**src/rtl/hazard_scheduler.sv**
```systemverilog
`default_nettype none
// ============================================================================
//  Module   : hazard_scheduler
//  Purpose  : Hazard control for the 5-stage core. Tracks the destinations
//             held in EX and MEM in a shadow scoreboard, produces the execute
//             stage forward selects, detects load-use hazards (1-cycle stall
//             plus bubble), and runs a wrong-path squash sequence after a
//             taken branch.
//  Ports    : clk, rst_n           - clock, async active-low reset
//             id_*                 - fields of the instruction leaving decode
//             branch_signal        - execute's registered taken-branch flag
//             forward_sig1/2       - registered forward selects for EX
//             flush                - kill the instruction in EX
//             bubble_ex            - ID/EX register loads a NOP
//             stall_if, stall_id   - hold PC and decode register
//             flush_if             - kill the instruction in fetch/decode
//             redirect_busy        - squash sequence in progress
//             stall_count,
//             flush_count          - saturating event counters
//  Revision : 1.0 - initial release
// ============================================================================
module hazard_scheduler #(
  parameter int REDIRECT_CYCLES = 2,   // legal range 1..7
  parameter int CNT_W           = 16
) (
  input  logic             clk,
  input  logic             rst_n,
  input  logic             id_valid,
  input  logic [4:0]       id_rs1_addr,
  input  logic [4:0]       id_rs2_addr,
  input  logic             id_uses_rs1,
  input  logic             id_uses_rs2,
  input  logic             id_write_reg,
  input  logic [4:0]       id_dst_addr,
  input  logic             id_is_load,
  input  logic             branch_signal,
  output logic [1:0]       forward_sig1,
  output logic [1:0]       forward_sig2,
  output logic             flush,
  output logic             bubble_ex,
  output logic             stall_if,
  output logic             stall_id,
  output logic             flush_if,
  output logic             redirect_busy,
  output logic [CNT_W-1:0] stall_count,
  output logic [CNT_W-1:0] flush_count
);

  localparam logic [1:0] C_FWD_NORMAL    = 2'b00;
  localparam logic [1:0] C_FWD_WRITEMEM  = 2'b01;
  localparam logic [1:0] C_FWD_WRITEBACK = 2'b10;
  localparam logic [2:0] C_RCNT_INIT     = 3'(REDIRECT_CYCLES - 1);

  typedef struct packed {
    logic       valid;
    logic       write_reg;
    logic [4:0] dst;
    logic       is_load;
  } slot_t;

  typedef enum logic [0:0] {
    ST_RUN      = 1'b0,
    ST_REDIRECT = 1'b1
  } state_t;

  state_t           r_state, w_state_next;
  logic [2:0]       r_rcnt, w_rcnt_next;
  slot_t            r_ex_slot, r_mem_slot, w_ex_slot_next;
  logic [1:0]       r_fwd1, r_fwd2, w_fwd1_next, w_fwd2_next;
  logic [CNT_W-1:0] r_stall_count, r_flush_count;

  logic w_branch, w_redirect, w_load_use, w_stall, w_bubble;
  logic w_ex_m1, w_ex_m2, w_mem_m1, w_mem_m2;

  // x0 is hard-wired zero, so a write to it never produces a forwardable value.
  function automatic logic slot_match(input slot_t s, input logic used,
                                      input logic [4:0] src);
    return used && s.valid && s.write_reg && (s.dst == src) && (src != 5'd0);
  endfunction

  assign w_ex_m1  = slot_match(r_ex_slot,  id_uses_rs1, id_rs1_addr);
  assign w_ex_m2  = slot_match(r_ex_slot,  id_uses_rs2, id_rs2_addr);
  assign w_mem_m1 = slot_match(r_mem_slot, id_uses_rs1, id_rs1_addr);
  assign w_mem_m2 = slot_match(r_mem_slot, id_uses_rs2, id_rs2_addr);

  // Branch is only honoured in RUN: in REDIRECT it comes from a squashed op.
  assign w_redirect = (r_state == ST_REDIRECT);
  assign w_branch   = (r_state == ST_RUN) && branch_signal;
  assign w_load_use = id_valid && r_ex_slot.is_load && (w_ex_m1 || w_ex_m2);
  // Stall only in RUN and only when no branch is taken: the branch squashes
  // the consumer anyway, so stalling would just waste a cycle.
  assign w_stall    = w_load_use && (r_state == ST_RUN) && !branch_signal;
  assign w_bubble   = w_branch || w_redirect || w_stall;

  // FSM next state
  always_comb begin
    w_state_next = r_state;
    w_rcnt_next  = r_rcnt;
    case (r_state)
      ST_RUN: begin
        if (branch_signal) begin
          w_state_next = ST_REDIRECT;
          w_rcnt_next  = C_RCNT_INIT;
        end
      end
      ST_REDIRECT: begin
        if (r_rcnt == 3'd0) begin
          w_state_next = ST_RUN;
        end else begin
          w_rcnt_next = r_rcnt - 3'd1;
        end
      end
      default: begin
        w_state_next = ST_RUN;
        w_rcnt_next  = 3'd0;
      end
    endcase
  end

  // Next EX slot and forward selects for the instruction entering EX. The
  // current EX producer will be in MEM when the consumer executes, hence
  // WRITEMEM; it is the newer producer so it has priority.
  always_comb begin
    w_ex_slot_next = '0;
    w_fwd1_next    = C_FWD_NORMAL;
    w_fwd2_next    = C_FWD_NORMAL;
    if (id_valid && !w_bubble) begin
      w_ex_slot_next.valid     = 1'b1;
      w_ex_slot_next.write_reg = id_write_reg;
      w_ex_slot_next.dst       = id_dst_addr;
      w_ex_slot_next.is_load   = id_is_load;
      if (w_ex_m1)       w_fwd1_next = C_FWD_WRITEMEM;
      else if (w_mem_m1) w_fwd1_next = C_FWD_WRITEBACK;
      if (w_ex_m2)       w_fwd2_next = C_FWD_WRITEMEM;
      else if (w_mem_m2) w_fwd2_next = C_FWD_WRITEBACK;
    end
  end

  always_ff @(posedge clk or negedge rst_n) begin
    if (!rst_n) begin
      r_state       <= ST_RUN;
      r_rcnt        <= 3'd0;
      r_ex_slot     <= '0;
      r_mem_slot    <= '0;
      r_fwd1        <= C_FWD_NORMAL;
      r_fwd2        <= C_FWD_NORMAL;
      r_stall_count <= '0;
      r_flush_count <= '0;
    end else begin
      r_state    <= w_state_next;
      r_rcnt     <= w_rcnt_next;
      r_mem_slot <= r_ex_slot;
      r_ex_slot  <= w_ex_slot_next;
      r_fwd1     <= w_fwd1_next;
      r_fwd2     <= w_fwd2_next;
      if (w_stall && (r_stall_count != '1)) begin
        r_stall_count <= r_stall_count + CNT_W'(1);
      end
      if (w_branch && (r_flush_count != '1)) begin
        r_flush_count <= r_flush_count + CNT_W'(1);
      end
    end
  end

  assign forward_sig1  = r_fwd1;
  assign forward_sig2  = r_fwd2;
  assign flush         = w_branch;
  assign bubble_ex     = w_bubble;
  assign stall_if      = w_stall;
  assign stall_id      = w_stall;
  assign flush_if      = w_branch || w_redirect;
  assign redirect_busy = w_redirect;
  assign stall_count   = r_stall_count;
  assign flush_count   = r_flush_count;

endmodule
`default_nettype wire

```
**config.mk**
```make
export PLATFORM = sky130hd
export DESIGN_NAME = hazard_scheduler
export DESIGN_NICKNAME = d
export VERILOG_FILES = /design/src/rtl/hazard_scheduler.sv
export SDC_FILE = /design/constraint.sdc
export NUM_CORES = 1
export LEC_CHECK = 0
export ABC_AREA = 1
export CAP_MARGIN = 20
export CORE_MARGIN = 2
export CORE_UTILIZATION = 45
export DETAILED_ROUTE_END_ITERATION = 12
export PLACE_DENSITY = 0.72
export SLEW_MARGIN = 0
export SYNTH_ARGS = -nofsm -noshare
export SYNTH_HDL_FRONTEND = slang
export SYNTH_SLANG_ARGS = --single-unit
```
**constraint.sdc**
```tcl
create_clock -name clk -period 1.9 [get_ports clk]
set_input_delay 0.38 -clock clk [delete_from_list [all_inputs] [get_ports clk]]
set_output_delay 0.38 -clock clk [all_outputs]
set_load 0.005 [all_outputs]
```
==> results.json <==
{
  "status": "complete, but fails checks",
  "violations": "negative setup slack",
  "pwr-share-clk_pct": 22.8,
  "grt_antenna_before_repair": 0,
  "cts_tree": "done",
  "fin_area_sq_um": 4160,
  "clock_latency_ps": 300,
  "dr.first_iter.drc_count": 90,
  "hp-class": "in2async",
  "synth_seq_area_share_pct": 46.1,
  "grt.overflow.total": 0,
  "grt_max_degree": 56,
  "die_h_um": 85.5,
  "yosysWarnings": 0,
  "total_power_mw": 2.84,
  "routedWlPerCell_um": 12.0,
  "grt_pass1_vias": 2617,
  "vias": 2489,
  "drc": 0,
  "drive_above_1_share_pct": 22.0,
  "cp_max_fo": 3,
  "min_period_over_period_pct": 101,
  "cp.required_ps": 1520,
  "drtPass1Iterations": 4,
  "dp_cells": 517,
  "grt_use_total_pct": 18.9,
  "hold_viol": 0,
  "syn_inst": 350,
  "ios": 65,
  "cts.clk_slew.worst_paths_ps": 100,
  "cts_buffers": 5,
  "routed_wirelength_um": 6440,
  "diodes": 0,
  "dieArea_sq_um": 7300,
  "leakagePower_nw": 2.11,
  "p_sw_mw": 0.858,
  "synth-seq-cells": 55,
  "cp-end-kind": "primary output",
  "p_int_mw": 1.98,
  "syn_avg_cell_area_sq_um": 8.53,
  "synth_top_cell_area_share_pct": 46.1,
  "switching_share_pct": 30.2,
  "placed_area_sq_um": 3940,
  "place_congestion": 0.819,
  "hold_ws_ps": 59.8,
  "cts_max_path_buffers": 2,
  "p_per_area_nw_per_um2": 683,
  "vias_per_cell": 4.64,
  "finalNonFillerCells": 537,
  "async_flop_share_pct": 100,
  "ys.flop_type": "dfrtp_1",
  "setup_viol": 3,
  "min_period_ps": 1920,
  "slew_viol_final": 0,
  "syn-num-nets": 377,
  "slew-limit-headroom_pct": 76.6,
  "power.share.combinational_pct": 28.0,
  "seq_power_share_pct": 49.2,
  "die_w_um": 85.5,
  "yosysTopAreaCell": "dfrtp_1",
  "grt_pass1_wl_um": 11300,
  "core_sq_um": 6390,
  "setup_ws_ps": -23.7,
  "port_buffers": 64,
  "netlist_area_sq_um": 2990,
  "clock-root-buffer": "clkbuf_8",
  "vdd.ir_drop.worst_mv": 0.605,
  "critPathLaunchType": "input port",
  "path_class": "in2out",
  "post-dp-hpwl_um": 4750,
  "ctsHoldBuffers": 0,
  "finClkSkew_ps": 5.34,
  "dp_slack_ps": -561,
  "rsz0062_at_grt": "yes",
  "initial_core_util_pct": 46.8,
  "cts_sinks": 55,
  "finalSetupTns_ps": -63.3,
  "max_cap_viol_count": 0,
  "synth-edff-count": 0,
  "num_rows": 29,
  "synth_commonest_cells": "nand2_1 (77), inv_1 (58), dfrtp_1 (55), nor2_1 (37), xor2_1 (17)",
  "fmax_mhz": 520,
  "synth.distinct_cells": 31,
  "tightest_slew_ps": 348,
  "fin_util_pct": 65.1,
  "synthTopCellsByArea": "dfrtp_1 (46%), nand2_1 (9.7%), inv_1 (7.3%)",
  "fin_nets": 486,
  "area_growth_pct": 39.2,
  "cts-htree-levels": 2,
  "ant_nets": 0,
  "synth_most_common_cell": "nand2_1",
  "cp.arrival_ps": 1540
}
-- sequential cells by signal, summed over array words and instances, names as in the netlist --
signal and cells:
flush_count 16, forward_sig1 2, forward_sig2 2, r_ex_slot 8, r_mem_slot 7, r_rcnt 3, redirect_busy 1, stall_count 16
-- metal layers --
metal	part of all wire (%)	track usage [%]	wire length, um	vias up
li1	-	-	-	1288
met1	46	23.4	2950	1146
met2	49	33.9	3180	50
met3	4.2	4.18	270	5
met4	0.48	3.61	31	0
met5	0	0	0	-
-- placed cells by master, fill, tap and decap left out, types with 2 or more instances in the layout --
cell type and n:
nand3b_1 2, clkbuf_8 5, nor2_2 15, o21ai_0 3, ha_1 4, dlygate4sd2_1 10, inv_6 2, xor2_1 17
dfrtp_1 55, nor2_1 33, o21ai_2 7, inv_1 56, buf_6 3, inv_2 3, nand3_1 15, nor3_1 8
nand3_4 2, buf_4 36, nor4_1 2, buf_12 3, nand4_1 9, clkdlybuf4s50_1 46, nand2_4 3, dlymetal6s2s_1 2
o22ai_1 2, xnor2_1 16, nand2_2 5, nor2_8 2, nor2_4 6, nand2_1 75
-- worst max-delay path, cell delays in order --
cell             delay (ps)
clkdlybuf4s50_1         450
inv_1                    50
nor2_1                  100
nand3_1                  90
nor2_2                  100
nand2_2                  80
nand2_4                  90
nand2_4                  60
inv_4                    60
buf_6                    90
-- kinds of logic after synthesis --
logic type                 synth area share, %
AOI/OAI and AO/OA                         3.43
xor gates and xnor gates                  10.2
adders and majority gates                 1.68
buffers and inverters                     8.88
DFF                                       46.1
and+or+nand+nor                           29.7
-- repair_timing --
action | in CTS | in global routing
resized for setup | 27 | 20
pin swaps | 16 | 14
buffers inserted | 9 | 5
gates cloned | 0 | 1
setup endpoints to repair | 5 | 17
hold endpoints to repair | 0 | 0
-- final timing paths --
check | end | slack (ps) | cells after the start | start
worst max-delay path | stall_id | -20 | 10 | id_uses_rs1
worst min-delay path | flush_count[2] | 60 | 2 | rst_n
worst max register to register | r_ex_slot[6] | 170 | 12 | r_ex_slot[1]
worst min register to register | r_mem_slot[7] | 400 | 0 | r_ex_slot[7]
max in group asynchronous | stall_count[11] | 1600 | 2 | rst_n
min in group clk | r_mem_slot[7] | 400 | 0 | r_ex_slot[7]
-- cell type report --
cell class              count  area [sq um]
repair inverters            1          8.76
inverters                  62           248
multi-input cells         231          1380
clock inverters             3          22.5
repair buffers            103           957
fillers                   552          2230
flip-flops and latches     55          1380
clock buffers               5          68.8
well taps                  77          96.3
-- power by group through the flow --
stage | registers (mW) | clock network, mW | logic, mW
detailed placement | 1.42 | 0 | 0.738
finish | 1.40 | 0.646 | 0.795
floorplan | 1.40 | 0 | 0.351
CTS | 1.40 | 0.670 | 0.739
global route | 1.41 | 0.721 | 0.893
global placement | 1.42 | 0 | 0.718
Note: power is estimated with default switching activity, not from simulation.
